[config.mk]
export PLATFORM = sky130hd
export DESIGN_NAME = alarm_controller
export DESIGN_NICKNAME = d
export VERILOG_FILES = /design/src/rtl/alarm_pkg.sv /design/src/rtl/alarm_sec_counter.sv /design/src/rtl/alarm_controller.sv
export SDC_FILE = /design/constraint.sdc
export NUM_CORES = 1
export LEC_CHECK = 0
export ABC_AREA = 1
export ABC_CLOCK_PERIOD_IN_PS = 2200
export BUFFER_PORTS_ARGS = -buffer_cell sky130_fd_sc_hd__clkbuf_2
export CAP_MARGIN = 10
export CORE_MARGIN = 5
export CORE_UTILIZATION = 53
export CTS_CLUSTER_DIAMETER = 50
export DETAILED_ROUTE_END_ITERATION = 16
export PLACE_DENSITY = 0.88
export SLEW_MARGIN = 10
export SYNTH_ARGS = -nofsm -noshare
export SYNTH_HDL_FRONTEND = slang
export SYNTH_SLANG_ARGS = --single-unit
[constraint.sdc]
create_clock -name clk -period 2.2 [get_ports clk]
set_input_delay 0.11 -clock clk [delete_from_list [all_inputs] [get_ports clk]]
set_output_delay 0.11 -clock clk [all_outputs]
set_load 0.05 [all_outputs]
[src/rtl/alarm_pkg.sv]
// Shared types and constants for the alarm sequencing block.
package alarm_pkg;
  localparam int TIME_W   = 6;
  localparam int MAX_HOUR = 23;
  localparam int MAX_MIN  = 59;
  localparam int MAX_SEC  = 59;

  typedef enum logic [1:0] {
    ST_OFF     = 2'd0,
    ST_ARMED   = 2'd1,
    ST_RINGING = 2'd2,
    ST_SNOOZE  = 2'd3
  } alarm_state_t;
endpackage

[src/rtl/alarm_sec_counter.sv]
// Saturating seconds counter: clear/load/increment/decrement, with a flag at TERM_VAL.
module alarm_sec_counter #(
  parameter int W        = 6,
  parameter int MAX_VAL  = 59,
  parameter int TERM_VAL = 0
) (
  input  logic         clk,
  input  logic         rst_n,
  input  logic         clr,
  input  logic         load,
  input  logic [W-1:0] load_val,
  input  logic         inc,
  input  logic         dec,
  output logic         term
);
  localparam logic [W-1:0] MAX_V  = W'(MAX_VAL);
  localparam logic [W-1:0] TERM_V = W'(TERM_VAL);

  logic [W-1:0] cnt;

  // Holds at either bound instead of wrapping.
  always_ff @(posedge clk or negedge rst_n) begin
    if (!rst_n)                    cnt <= '0;
    else if (clr)                  cnt <= '0;
    else if (load)                 cnt <= load_val;
    else if (inc && cnt != MAX_V)  cnt <= cnt + 1'b1;
    else if (dec && cnt != '0)     cnt <= cnt - 1'b1;
  end

  assign term = (cnt == TERM_V);
endmodule

[src/rtl/alarm_controller.sv]
// Alarm ring/snooze/stop sequencer with registered buzzer and status outputs.
// Optional ALARM_BEEP_EN: buzzer pulses 1 s on / 1 s off while ringing.
module alarm_controller
  import alarm_pkg::*;
#(
  parameter int RING_TIMEOUT_SEC = 60,
  parameter int SNOOZE_SEC       = 300,
  parameter int MAX_SNOOZE       = 3
) (
  input  logic                              clk,
  input  logic                              rst_n,
  input  logic                              tick_1hz,
  input  logic                              alarm_en,
  input  logic [TIME_W-1:0]                 cur_hour,
  input  logic [TIME_W-1:0]                 cur_min,
  input  logic [TIME_W-1:0]                 cur_sec,
  input  logic [TIME_W-1:0]                 a_hour,
  input  logic [TIME_W-1:0]                 a_min,
  input  logic                              snooze_p,
  input  logic                              stop_p,
  output logic                              buzzer,
  output logic                              ringing,
  output logic                              snoozing,
  output logic                              missed,
  output logic [$clog2(MAX_SNOOZE+1)-1:0]   snooze_left
);
  localparam int RC_W = $clog2(RING_TIMEOUT_SEC);
  localparam int SC_W = $clog2(SNOOZE_SEC+1);
  localparam int SL_W = $clog2(MAX_SNOOZE+1);
  localparam logic [SL_W-1:0] SL_MAX  = SL_W'(MAX_SNOOZE);
  localparam logic [SC_W-1:0] SNZ_LD  = SC_W'(SNOOZE_SEC);

  alarm_state_t state, state_nx;
  logic match, match_q, trig;
  logic ring_term, snz_term;
  logic new_event, ring_start, snz_start, ring_adv, ring_to, snz_adv;
  logic ring_nx;

  assign match = (cur_hour == a_hour) && (cur_min == a_min) && (cur_sec == '0);
  assign trig  = match && !match_q;

  // Event decode; alarm_en low overrides everything.
  always_comb begin
    state_nx   = state;
    new_event  = 1'b0;
    ring_start = 1'b0;
    snz_start  = 1'b0;
    ring_adv   = 1'b0;
    ring_to    = 1'b0;
    snz_adv    = 1'b0;
    if (!alarm_en) begin
      state_nx = ST_OFF;
    end else begin
      case (state)
        ST_OFF: state_nx = ST_ARMED;
        ST_ARMED: if (trig) begin
          new_event  = 1'b1;
          ring_start = 1'b1;
          state_nx   = ST_RINGING;
        end
        ST_RINGING: begin
          if (stop_p) begin
            state_nx = ST_ARMED;
          end else if (snooze_p && snooze_left != '0) begin
            snz_start = 1'b1;
            state_nx  = ST_SNOOZE;
          end else if (tick_1hz) begin
            ring_adv = 1'b1;
            if (ring_term) begin
              ring_to  = 1'b1;
              state_nx = ST_ARMED;
            end
          end
        end
        ST_SNOOZE: begin
          if (stop_p) begin
            state_nx = ST_ARMED;
          end else if (tick_1hz) begin
            snz_adv = 1'b1;
            if (snz_term) begin
              ring_start = 1'b1;
              state_nx   = ST_RINGING;
            end
          end
        end
        default: state_nx = ST_OFF;
      endcase
    end
  end

  assign ring_nx = (state_nx == ST_RINGING);

  alarm_sec_counter #(
    .W(RC_W), .MAX_VAL(RING_TIMEOUT_SEC-1), .TERM_VAL(RING_TIMEOUT_SEC-1)
  ) u_ring_cnt (
    .clk      (clk),
    .rst_n    (rst_n),
    .clr      (!alarm_en || ring_start),
    .load     (1'b0),
    .load_val ('0),
    .inc      (ring_adv),
    .dec      (1'b0),
    .term     (ring_term)
  );

  alarm_sec_counter #(
    .W(SC_W), .MAX_VAL(SNOOZE_SEC), .TERM_VAL(1)
  ) u_snz_cnt (
    .clk      (clk),
    .rst_n    (rst_n),
    .clr      (!alarm_en),
    .load     (snz_start),
    .load_val (SNZ_LD),
    .inc      (1'b0),
    .dec      (snz_adv),
    .term     (snz_term)
  );

`ifdef ALARM_BEEP_EN
  logic beep_ph, beep_nx;

  // Phase restarts "on" at every ring entry and flips each second of ringing.
  always_comb begin
    beep_nx = beep_ph;
    if (!alarm_en)       beep_nx = 1'b0;
    else if (ring_start) beep_nx = 1'b1;
    else if (ring_adv)   beep_nx = ~beep_ph;
  end

  always_ff @(posedge clk or negedge rst_n) begin
    if (!rst_n) beep_ph <= 1'b0;
    else        beep_ph <= beep_nx;
  end
`endif

  always_ff @(posedge clk or negedge rst_n) begin
    if (!rst_n) begin
      state       <= ST_OFF;
      match_q     <= 1'b0;
      buzzer      <= 1'b0;
      ringing     <= 1'b0;
      snoozing    <= 1'b0;
      missed      <= 1'b0;
      snooze_left <= SL_MAX;
    end else begin
      state    <= state_nx;
      match_q  <= match;
      ringing  <= ring_nx;
      snoozing <= (state_nx == ST_SNOOZE);
`ifdef ALARM_BEEP_EN
      buzzer   <= ring_nx && beep_nx;
`else
      buzzer   <= ring_nx;
`endif
      if (!alarm_en) begin
        snooze_left <= SL_MAX;
        missed      <= 1'b0;
      end else begin
        if (new_event)      snooze_left <= SL_MAX;
        else if (snz_start) snooze_left <= snooze_left - 1'b1;
        if (ring_to)                missed <= 1'b1;
        else if (stop_p || trig)    missed <= 1'b0;
      end
    end
  end
endmodule

## Word-level counts from Yosys, hierarchy flattened

Cells that the tools add are included.

| word-level totals | value |
|---|---|
| flip-flop bits (word level) | 23 |
| output and inout port bits | 6 |

| operators by class | value |
|---|---|
| $add $sub $neg | 3 |
| equal/unequal tests | 13 |
| muxes and demuxes | 47 |
| reduce and logical (&&, ||, !) cells | 15 |

Operators by type and width:

| operator | number |
|---|---|
| $mux 1 | 28 |
| $mux 9 | 3 |
| $mux 2 | 12 |
| $eq 6x6->1 | 2 |
| $mux 6 | 2 |
| $eq 9x1->1 const B | 1 |
| $ne 3x1->1 const B | 3 |
| $reduce_bool 9->1 | 1 |
| $sub 9x1->9 const B | 1 |
| $eq 2x2->1 const B | 4 |
| $pmux 2 s4 | 1 |
| $add 6x1->6 const B | 1 |
| $eq 6x6->1 const B | 1 |
| $logic_and 1x1->1 | 6 |
| $logic_not 6->1 | 1 |
| $ne 6x6->1 const B | 1 |
| $reduce_bool 2->1 | 2 |
| $eq 2x1->1 const B | 1 |
| $logic_not 1->1 | 2 |
| $logic_not 2->1 | 1 |
| $logic_or 1x1->1 | 2 |
| $pmux 1 s2 | 1 |
| $sub 2x1->2 const B | 1 |

## Longest topological paths before layout

Gate-level depths: netlist of the first run.

| depth | value |
|---|---|
| word-level depth | 9 |
| mapped depth | 11 |
| mapped depth without buffers | 11 |

## Cells and area by module

From an unflattened synthesis of the first run, not the netlist that was laid out.

| unflattened totals | value |
|---|---|
| cells, all modules | 397 |
| area, all modules | 2479.9 µm² |

Modules (own cells, without submodules):

| module | times used | cells an instance | area each (µm²) | seq. area each (µm²) |
|---|---|---|---|---|
| alarm_sec_counter (u_snz_cnt) | 1 | 183 | 1131.1 | 225.2 |
| alarm_controller | 1 | 130 | 730.7 | 202.7 |
| alarm_sec_counter (u_ring_cnt) | 1 | 84 | 618.1 | 150.1 |

## Worst setup path before layout of the first run

OpenSTA, ideal clock, no wires.

| path | value |
|---|---|
| kind | flip-flop to flip-flop |
| start | register snooze_left[0] |
| end | register u_snz_cnt.cnt[7] |
| setup time | 0.117 ns |
| arrival time | 1.769 ns |
| required time | 2.083 ns |
| slack | 0.315 ns |
| stages on the path, launching flop included | 11 |
| path buffers | 0 |
| clock period less this slack | 1.885 ns |
| path through | dfstp_2 > inv_1 > ha_1 > inv_1 > nand2_1 > nor3_4 > nor2_4 > nand2_4 > nand3_2 > nor2_1 > nor2_1 |

| on the way | value |
|---|---|
| longest elaborated chain between the ends | 8 |

RTL lines:

| item | line | source |
|---|---|---|
| start: declaration | alarm_controller.sv:25 | `output logic [$clog2(MAX_SNOOZE+1)-1:0] snooze_left` |
| start signal: assignment | alarm_controller.sv:160 | `else if (snz_start) snooze_left <= snooze_left - 1'b1;` |
| $reduce_bool 2->1 * | alarm_controller.sv:64 | `end else if (snooze_p && snooze_left != '0) begin` |
| $logic_and 1x1->1 * | alarm_controller.sv:64 |  |
| $mux 1 * | alarm_controller.sv:64 |  |
| $mux 1 * | alarm_controller.sv:62 | `if (stop_p) begin` |
| $mux 1 * | alarm_controller.sv:54 | `case (state)` |
| $mux 1 * | alarm_controller.sv:51 | `if (!alarm_en) begin` |
| $mux 9 | alarm_sec_counter.sv:25 | `else if (load) cnt <= load_val;` |
| $mux 9 | alarm_sec_counter.sv:24 | `else if (clr) cnt <= '0;` |
| end signal: assignment | alarm_sec_counter.sv:25 |  |
| end signal: assignment | alarm_sec_counter.sv:26 | `else if (inc && cnt != MAX_V) cnt <= cnt + 1'b1;` |
| end signal: assignment | alarm_sec_counter.sv:27 | `else if (dec && cnt != '0) cnt <= cnt - 1'b1;` |
| end: declaration | alarm_sec_counter.sv:19 | `logic [W-1:0] cnt;` |

Mark *: on every way between the ends. The rest lies on a longest branch, timed or not.
A chain may end at the register's enable or synchronous reset.

## Worst setup path after layout of the first run

Ends and elaborated chain as after synthesis.

==> flow_summary.ini, run 1 <==
[outcome]
status = finished, final reports clean

[synthesis]
syn_area_mm2 = 0.00161
yosysUniqueCellTypes = 26
syn_nets = 287
ys.warnings.count = 0
synth_area_per_cell_um2 = 6.55
netlist_instances = 246
yosysSeqAreaShare_pct = 35.9
synth-seq-cells = 23

[placed_design]
place_ws_ns = 0.244
dpl.hpwl_um = 2850
io_buffer_count = 41
place.gp.congestion = 0.876

[clock_tree]
ctsResizeCount = 0
ctsHtreeMaxLevel = 1
cts-root-buf = clkbuf_4
cts_tree = built
numClockSinks = 23
clkTransAtPathRegs_ns = 0.12
clkLatencyLatePin_ns = 0.30
clockBufferDepth = 2
postCtsSetupBuffers = 0
cts_buffers = 3
ctsHoldBuffers = 1

[timing]
post-route-min-period_ns = 1.97
worst_slew_pin_slew_ns = 0.566
fin_ws_ns = 0.230
hold_viol_final = 0
clock_skew_ns = 0.00303
rsz0062_at_grt = false
slew_headroom_pct = 62.3
hold_ws_ns = 0.101
tns_ns = 0
finalCritPeriodShare_pct = 89.6
slew_viol_final = 0
setup_violations = 0
fmax_mhz = 508

[worst_setup_path]
cp.arrival_ns = 2.21
reg2reg_to = u_snz_cnt.cnt[7]$_DFFE_PN0P_
critPathBufInv = 2
critical-path-slowest-cell = dfstp_2
cp_max_fo = 7
path_cells = inv_1, ha_1, inv_1, nand2_1, nor3_4, nor2_4, nand2_4, nand3_2, nand2_1, nand2_1, nor2_1
crit_type = flip-flop to flip-flop
critPathLaunchType = flip-flop
r2r_cells = 11
end_kind = flip-flop
worst_path_most_repeated_cell = nand2_1
cp_slowest_stage_delay_ns = 0.58
r2r_slack_ns = 0.23
critical-path-top-delay-family = simple AND/OR/NAND/NOR gates
critPathRequiredTime_ns = 2.44
rr_startpoint = snooze_left[0]$_DFFE_PN1P_

[cells_and_area]
nets = 332
multi_input_area_um2 = 845
seq_area_um2 = 578
final_cell_mix = nand2_1 (66), inv_1 (45), nor2_1 (43), clkbuf_2 (41), dfrtp_1 (21)
final_common_cell = nand2_1
filler_cell_count = 279
n_antenna_cell = 0
synthToLayoutAreaGrowth_pct = 16.8
drive_above_1_share_pct = 19.3

[run]
maxCapViolCount = 0

[route]
ant_nets = 0
num_vias = 1605
drt_iter0_drc = 74
wl_per_cell_um = 10.5
drcViolationCount = 0
drtPass1Iterations = 4
routed_wl_um = 3400
vias_per_cell = 4.97

[worst_hold_path]
whs_path_depth = 4
min-delay-start = cur_hour[4]
min_to = match_q$_DFF_PN0_
hp-class = primary input to flip-flop

[power]
vdd_drop_max_mv = 0.298
power.total_uw = 839
p_leak_uw = 0.00109
p_per_area_mw_per_mm2 = 446

[global_routing]
grtUsageTotal_pct = 17.6
grt_antenna_before_repair = 0
grt_max_degree = 24
grt.overflow.total = 0
grt_pass1_vias = 1482
grt_pass1_wl_um = 6000

[die]
core_area_mm2 = 0.00298
start_util_pct = 54.1
die_h_um = 65.1
die_x_um = 65.1
die_area_mm2 = 0.00424
rows = 20
io_pins = 42
sequential cells by signal, indices dropped and copies added (netlist names):
register        cells
u_ring_cnt.cnt      6
state               2
match_q             1
snoozing            1
snooze_left         2
u_snz_cnt.cnt       9
missed              1
ringing             1
stage by stage:
stage	cells	util (%)	instance area, um2
2_1_floorplan	246	-	1610
3_3_place_gp	318	62.0	1850
3_5_place_dp	318	62.0	1850
4_1_cts	323	63.2	1880
5_1_grt	323	63.2	1880
6_report	323	63.2	1880
tightest hold or removal path: cells and delay by family:
family	cells	cell delay, ns
buffers and inverters	1	0.08
and+or+nand+nor	2	0.14
xor gates and xnor gates	1	0.05
cell usage after synthesis:
cell type | count | area share, %
xnor2_1 | 2 | 1.1
nand3_2 | 1 | 0.62
nand2_1 | 66 | 15
or2_0 | 1 | 0.39
a21oi_1 | 6 | 1.9
and3_1 | 1 | 0.39
o22ai_1 | 3 | 1.2
dfstp_2 | 2 | 3.3
nor2_4 | 1 | 0.70
inv_1 | 45 | 10
o21ai_0 | 5 | 1.6
o21ai_1 | 1 | 0.31
nor3_4 | 1 | 1.0
buf_4 | 1 | 0.47
dfrtp_1 | 21 | 33
xor2_1 | 4 | 2.2
buf_2 | 1 | 0.31
nand3_1 | 19 | 5.9
nor2_1 | 43 | 10
ha_1 | 5 | 3.9
nor3_1 | 2 | 0.62
nand4_1 | 8 | 3.1
inv_2 | 2 | 0.47
nand2_2 | 3 | 1.2
nand2_4 | 1 | 0.70
nor4_1 | 1 | 0.39
cell families after synthesis:
logic type                 after synthesis  share of synthesized area, %
adders and majority gates                5                          3.88
AOI/OAI and AO/OA                       15                          4.89
xor gates and xnor gates                 6                          3.26
and+or+nand+nor                        148                          40.4
DFF                                     23                          35.9
buffers and inverters                   49                          11.7
layout make-up:
class	count	share of cell area, %
multi-input cells	174	44.9
clock inverters	1	0.266
flip-flops and latches	23	30.7
repair buffers	42	11.4
clock buffers	3	1.20
inverters	47	9.37
well taps	33	2.19
power breakdown:
part | internal [uW] | switching (uW) | total (uW)
clock network | 67.8 | 123 | 190
logic | 79.6 | 117 | 197
registers | 440 | 12.2 | 452
total | 587 | 252 | 839
worst max path at each step:
stage | from | endpoint | slack [ns] | depth (start not counted)
6_report | snooze_left[0]$_DFFE_PN1P_ | u_snz_cnt.cnt[7]$_DFFE_PN0P_ | 0.23 | 11
3_5_place_dp | snooze_left[0]$_DFFE_PN1P_ | u_snz_cnt.cnt[7]$_DFFE_PN0P_ | 0.24 | 11
5_1_grt | snooze_left[0]$_DFFE_PN1P_ | u_snz_cnt.cnt[7]$_DFFE_PN0P_ | 0.07 | 11
4_1_cts | snooze_left[0]$_DFFE_PN1P_ | u_snz_cnt.cnt[7]$_DFFE_PN0P_ | 0.22 | 11
3_3_place_gp | snooze_left[0]$_DFFE_PN1P_ | u_snz_cnt.cnt[7]$_DFFE_PN0P_ | 0.42 | 10
2_1_floorplan | snooze_left[0]$_DFFE_PN1P_ | u_snz_cnt.cnt[7]$_DFFE_PN0P_ | 0.31 | 10
routing by layer:
layer	up-vias	track usage, %	wire length, um
met5	-	0	0
met4	0	4.40	40
met3	4	1.71	155
met2	45	31.4	1640
met1	709	22.8	1560
li1	847	-	-
No activity file was read; power rests on OpenSTA's default activity.
==> run 2, diff against run 1 <==
==> constraint.sdc (replaced) <==
create_clock -name clk -period 2.2 [get_ports clk]
set_input_delay 0.44 -clock clk [delete_from_list [all_inputs] [get_ports clk]]
set_output_delay 0.44 -clock clk [all_outputs]
set_load 0.05 [all_outputs]
==> flow_summary.ini, run 2 (same netlist as run 1, synthesis figures left out) <==
[outcome]
status = finished, final reports clean

[power]
p_leak_uw = 0.00109
power.total_uw = 842
vdd_drop_max_mv = 0.202
p_per_area_mw_per_mm2 = 450

[cells_and_area]
postLayoutCellArea_mm2 = 0.00187
utilization_pct = 62.9
final_common_cell = nand2_1
n_antenna_cell = 0
top_register = u_snz_cnt.cnt
final_cell_mix = nand2_1 (66), inv_1 (45), nor2_1 (43), clkbuf_2 (41), dfrtp_1 (21)
filler_cell_count = 298
synthToLayoutAreaGrowth_pct = 16.2
top_regs = u_snz_cnt.cnt x9, u_ring_cnt.cnt x6
nets = 331
largest_reg_flops = 9
drive_above_1_share_pct = 19.4

[clock_tree]
ctsHoldBuffers = 0
cts_buffers = 3
cts-root-buf = clkbuf_4
postCtsSetupBuffers = 0
ctsHtreeMaxLevel = 1
ctsResizeCount = 0
clkTransAtPathRegs_ns = 0.13
numClockSinks = 23
clockBufferDepth = 2
cts_tree = built
clkLatencyLatePin_ns = 0.31

[worst_setup_path]
crit_type = flip-flop to flip-flop
cp_max_fo = 7
end_kind = flip-flop
rr_startpoint = snooze_left[0]$_DFFE_PN1P_
critPathRequiredTime_ns = 2.44
cp-startpoint = snooze_left[0]$_DFFE_PN1P_
critPathLaunchType = flip-flop
cp.arrival_ns = 2.13

[worst_hold_path]
hp-class = primary input to asynchronous set/reset pin

[die]
core_area_mm2 = 0.00298
die_x_um = 65.1
io_pins = 42
start_util_pct = 54.1
die_h_um = 65.1
rows = 20
die_area_mm2 = 0.00424

[route]
drt_iter0_drc = 81
num_vias = 1585
vias_per_cell = 4.92
drcViolationCount = 0
drtPass1Iterations = 4
wl_per_cell_um = 10.3
routed_wl_um = 3320
ant_nets = 0

[global_routing]
grt_antenna_before_repair = 0
grt_max_degree = 24
grt_pass1_wl_um = 5970
grtUsageTotal_pct = 17.3
grt_pass1_vias = 1510
grt.overflow.total = 0

[placed_design]
dpl.hpwl_um = 2790
place_area_mm2 = 0.00185
place.gp.congestion = 0.880
place_ws_ns = 0.337
io_buffer_count = 41

[timing]
slew_viol_final = 0
hold_viol_final = 0
slew_headroom_pct = 62.7
finalCritPeriodShare_pct = 85.9
tns_ns = 0
fin_ws_ns = 0.310
setup_violations = 0
fmax_mhz = 529
worst_slew_pin_slew_ns = 0.559
clock_skew_ns = 0.00513
post-route-min-period_ns = 1.89
rsz0062_at_grt = false

[run]
maxCapViolCount = 0
==> run 2: per-layer routing <==
layer  vias to the layer above  GRT usage [%]  wire length [um]
li1                        847              -                 -
met5                         -              0                 0
met4                         0           3.89                25
met3                         2           2.22               153
met2                        38           30.9              1630
met1                       698           22.4              1520
==> run 2: final timing paths <==
check                      depth (start not counted)                             to  slack, ns
min                                                1  u_ring_cnt.cnt[4]$_DFFE_PN0P_       0.09
min in group clk                                   4              match_q$_DFF_PN0_       0.43
min reg2reg                                        3   u_snz_cnt.cnt[4]$_DFFE_PN0P_       0.52
max reg2reg                                       11   u_snz_cnt.cnt[7]$_DFFE_PN0P_       0.31
max                                               11   u_snz_cnt.cnt[7]$_DFFE_PN0P_       0.31
max in group asynchronous                          1     snooze_left[0]$_DFFE_PN1P_       1.73
==> run 2: power by group <==
group	internal (uW)	switching, uW
Combinational	78.4	116
Sequential	440	12.1
Clock	67.8	128
Total	586	256
==> run 2: cell type report <==
type	instances	area, um2	area share [%]
clock inverter	1	5.00	0.267
tap	33	41.3	2.20
timing repair buffer	41	205	11.0
clock buffer	3	22.5	1.20
inverter	47	176	9.42
multi-input combinational	174	845	45.1
sequential	23	578	30.9
==> run 2: metrics by stage <==
stage               hold slack [ns]  instances
floorplan                     0.144        246
global placement              0.455        318
detailed placement            0.463        318
CTS                           0.117        322
global route                  0.128        322
finish                       0.0939        322
==> run 2: worst max-delay path, stage by stage (launching register included) <==
cell     delay (ns)
dfstp_2        0.58
inv_1          0.05
ha_1           0.18
inv_1          0.05
nand2_1        0.12
nor3_4         0.36
nor2_4         0.10
nand2_4        0.11
nand3_2        0.07
nand2_1        0.06
nand2_1        0.04
nor2_1         0.10
==> run 3, diff against run 2 <==
--- a/config.mk
+++ b/config.mk
@@ -7,3 +7,3 @@
 export LEC_CHECK = 0
-export ABC_AREA = 1
+export ABC_AREA = 0
 export ABC_CLOCK_PERIOD_IN_PS = 2200
@@ -12,6 +12,6 @@
 export CORE_MARGIN = 5
-export CORE_UTILIZATION = 53
-export CTS_CLUSTER_DIAMETER = 50
+export CORE_UTILIZATION = 51
+export CTS_CLUSTER_DIAMETER = 200
 export DETAILED_ROUTE_END_ITERATION = 16
-export PLACE_DENSITY = 0.88
+export PLACE_DENSITY = 0.87
 export SLEW_MARGIN = 10
==> constraint.sdc (replaced) <==
create_clock -name clk -period 2.2 [get_ports clk]
set_input_delay 0.11 -clock clk [delete_from_list [all_inputs] [get_ports clk]]
set_output_delay 0.11 -clock clk [all_outputs]
set_load 0.05 [all_outputs]
==> flow_summary.ini, run 3 <==
[outcome]
status = finished, final reports clean

[power]
p_per_area_mw_per_mm2 = 408
pwr-share-seq_pct = 60.5
switchingPower_uw = 169
p_int_uw = 537
power.total_uw = 705
combPwrFrac_pct = 12.0
p_leak_uw = 0.000855
pwr-share-clk_pct = 27.5
vdd_drop_max_mv = 0.328
switching_share_pct = 23.9

[timing]
fmax_mhz = 498
post-route-min-period_ns = 2.01
slew_viol_final = 0
slew_headroom_pct = 62.5
hold_viol_final = 0
worst_slew_pin_slew_ns = 0.563
finalCritPeriodShare_pct = 91.2
clock_skew_ns = 0.00578
rsz0062_at_grt = false
setup_violations = 0
tns_ns = 0

[worst_hold_path]
hp-class = primary input to flip-flop
min_to = missed$_DFFE_PN0P_
min-delay-start = stop_p
whs_path_depth = 2

[clock_tree]
cts-root-buf = clkbuf_4
clkTransAtPathRegs_ns = 0.13
clockBufferDepth = 2
ctsHtreeMaxLevel = 1
clkLatencyLatePin_ns = 0.31
cts_buffers = 3
numClockSinks = 23
cts_tree = built

[cells_and_area]
final_common_cell = clkbuf_2
top_register = u_snz_cnt.cnt
top_regs = u_snz_cnt.cnt x9, u_ring_cnt.cnt x6
n_antenna_cell = 0
layoutNonFillerInstCount = 226
synthToLayoutAreaGrowth_pct = 18.3
final_cell_mix = clkbuf_2 (41), dfrtp_1 (21), nor3_1 (10), a21oi_1 (10)
largest_reg_flops = 9
nets = 237
drive_above_1_share_pct = 27.2

[synthesis]
yosysMostFrequentCell = dfrtp_1
yosysSeqAreaShare_pct = 39.5
netlist_instances = 151
yosys.area.top_type_share_pct = 35.9
ys.warnings.count = 0
yosysUniqueCellTypes = 44
synthArstFlopShare_pct = 100
synth_area_per_cell_um2 = 9.69
syn_nets = 192
synth_ff_type = dfrtp_1
yosys.area.top_type = dfrtp_1
synth-seq-cells = 23
syn_area_mm2 = 0.00146
ys_top_cells_by_area = dfrtp_1 (36%), xnor2_1 (5.4%), xor2_1 (5.4%)
synth-edff-count = 0
yosys-top-cells-count = dfrtp_1 (21), a21oi_1 (10), nor3_1 (10)

[route]
drcViolationCount = 0
routed_wl_um = 3360
wl_per_cell_um = 14.8
ant_nets = 0
drtPass1Iterations = 4
drt_iter0_drc = 27
vias_per_cell = 5.81
num_vias = 1312

[global_routing]
grt_pass1_wl_um = 5830
grt_max_degree = 24
grt_antenna_before_repair = 0
grt_pass1_vias = 1357
grtUsageTotal_pct = 17.8
grt.overflow.total = 0

[worst_setup_path]
rr_startpoint = state[0]$_DFF_PN0_
r2r_slack_ns = 0.19
critPathRequiredTime_ns = 2.44
critPathLaunchType = flip-flop
cp_max_fo = 10
crit_type = flip-flop to flip-flop
end_kind = flip-flop
r2r_cells = 5
reg2reg_to = u_snz_cnt.cnt[7]$_DFFE_PN0P_
cp.arrival_ns = 2.24

[placed_design]
dpl.hpwl_um = 2810
place.gp.congestion = 0.914
dp.cells = 221
io_buffer_count = 41

[die]
start_util_pct = 53.0
die_area_mm2 = 0.00404
io_pins = 42
rows = 19
core_area_mm2 = 0.00276
die_x_um = 63.6
die_h_um = 63.6

[run]
maxCapViolCount = 0
-- run 3: cell types whose count changed in the layout (fill, tap and decap cells not counted), moves of 7 or more --
cell	previous run	this run
nor3_1	2	10
inv_1	45	8
nand2_1	66	6
nor2_1	43	9
xnor2_1	2	9
nand3_1	19	4
-- run 3: worst max-delay path, stage by stage, from the launching register on --
cell and delay (ns):
dfrtp_1 0.57, nand4b_4 0.14, or4_4 0.44, or3_4 0.34, or3_1 0.31, a21oi_1 0.15
-- run 3: worst max path at each step --
stage | startpoint | to | slack [ns] | cells after the start
6_report | state[0]$_DFF_PN0_ | u_snz_cnt.cnt[7]$_DFFE_PN0P_ | 0.19 | 5
3_3_place_gp | state[1]$_DFF_PN0_ | u_ring_cnt.cnt[0]$_DFFE_PN0P_ | 0.26 | 5
3_5_place_dp | state[1]$_DFF_PN0_ | u_ring_cnt.cnt[3]$_DFFE_PN0P_ | 0.16 | 5
2_1_floorplan | snooze_left[0]$_DFFE_PN1P_ | snooze_left[1]$_DFFE_PN1P_ | 0.33 | 5
4_1_cts | state[1]$_DFF_PN0_ | u_ring_cnt.cnt[3]$_DFFE_PN0P_ | 0.13 | 5
5_1_grt | u_snz_cnt.cnt[5]$_DFFE_PN0P_ | u_snz_cnt.cnt[1]$_DFFE_PN0P_ | 0.06 | 4
-- run 3: area by class of cell --
class	instances	area [um2]
fillers	225	1030
multi-input cells	117	835
flip-flops and latches	23	578
repair buffers	43	223
well taps	31	38.8
inverters	8	30.0
clock buffers	4	26.3
-- run 3: what timing repair did --
| item | 4_1_cts | 5_1_grt |
|---|---|---|
| setup endpoints to repair | 0 | 6 |
| hold buffers | 1 | 0 |
| resized for setup | 0 | 1 |
| endpoints found under the hold margin | 21 | 0 |
| setup buffers | 0 | 0 |
-- run 3: metrics by stage --
step / util, % / hold WS (ns) / cell area, um2 / setup WS (ns)
after global placement: 61.2 / 0.126 / 1690 / 0.257
after detailed placement: 61.2 / 0.127 / 1690 / 0.164
after CTS: 62.5 / 0.0296 / 1720 / 0.133
final: 62.7 / 0.0381 / 1730 / 0.193
after floorplan: - / -0.186 / 1460 / 0.333
after global routing: 62.7 / 0.0273 / 1730 / 0.0627
-- run 3: power by group through the flow --
stage               Sequential [uW]  Clock [uW]  Combinational [uW]
floorplan                       432           0                36.3
global placement                434           0                79.7
detailed placement              434           0                84.0
CTS                             426         196                85.5
global route                    427         218                95.2
finish                          427         194                84.9
-- run 3: metal layers --
layer | vias to the layer above | GRT usage (%) | wire length [um]
met2 | 34 | 33.6 | 1930
met5 | - | 0 | 0
met1 | 629 | 19.9 | 1250
li1 | 645 | - | -
met4 | 0 | 5.97 | 32
met3 | 4 | 2.49 | 148
-- run 3: cells by family after synthesis --
logic type / after synthesis / share of synthesized area [%]
and+or+nand+nor: 67 / 28.9
AOI/OAI and AO/OA: 26 / 12.0
DFF: 23 / 39.5
xor gates and xnor gates: 18 / 10.8
buffers and inverters: 11 / 3.85
adders and majority gates: 5 / 4.28
muxes: 1 / 0.684
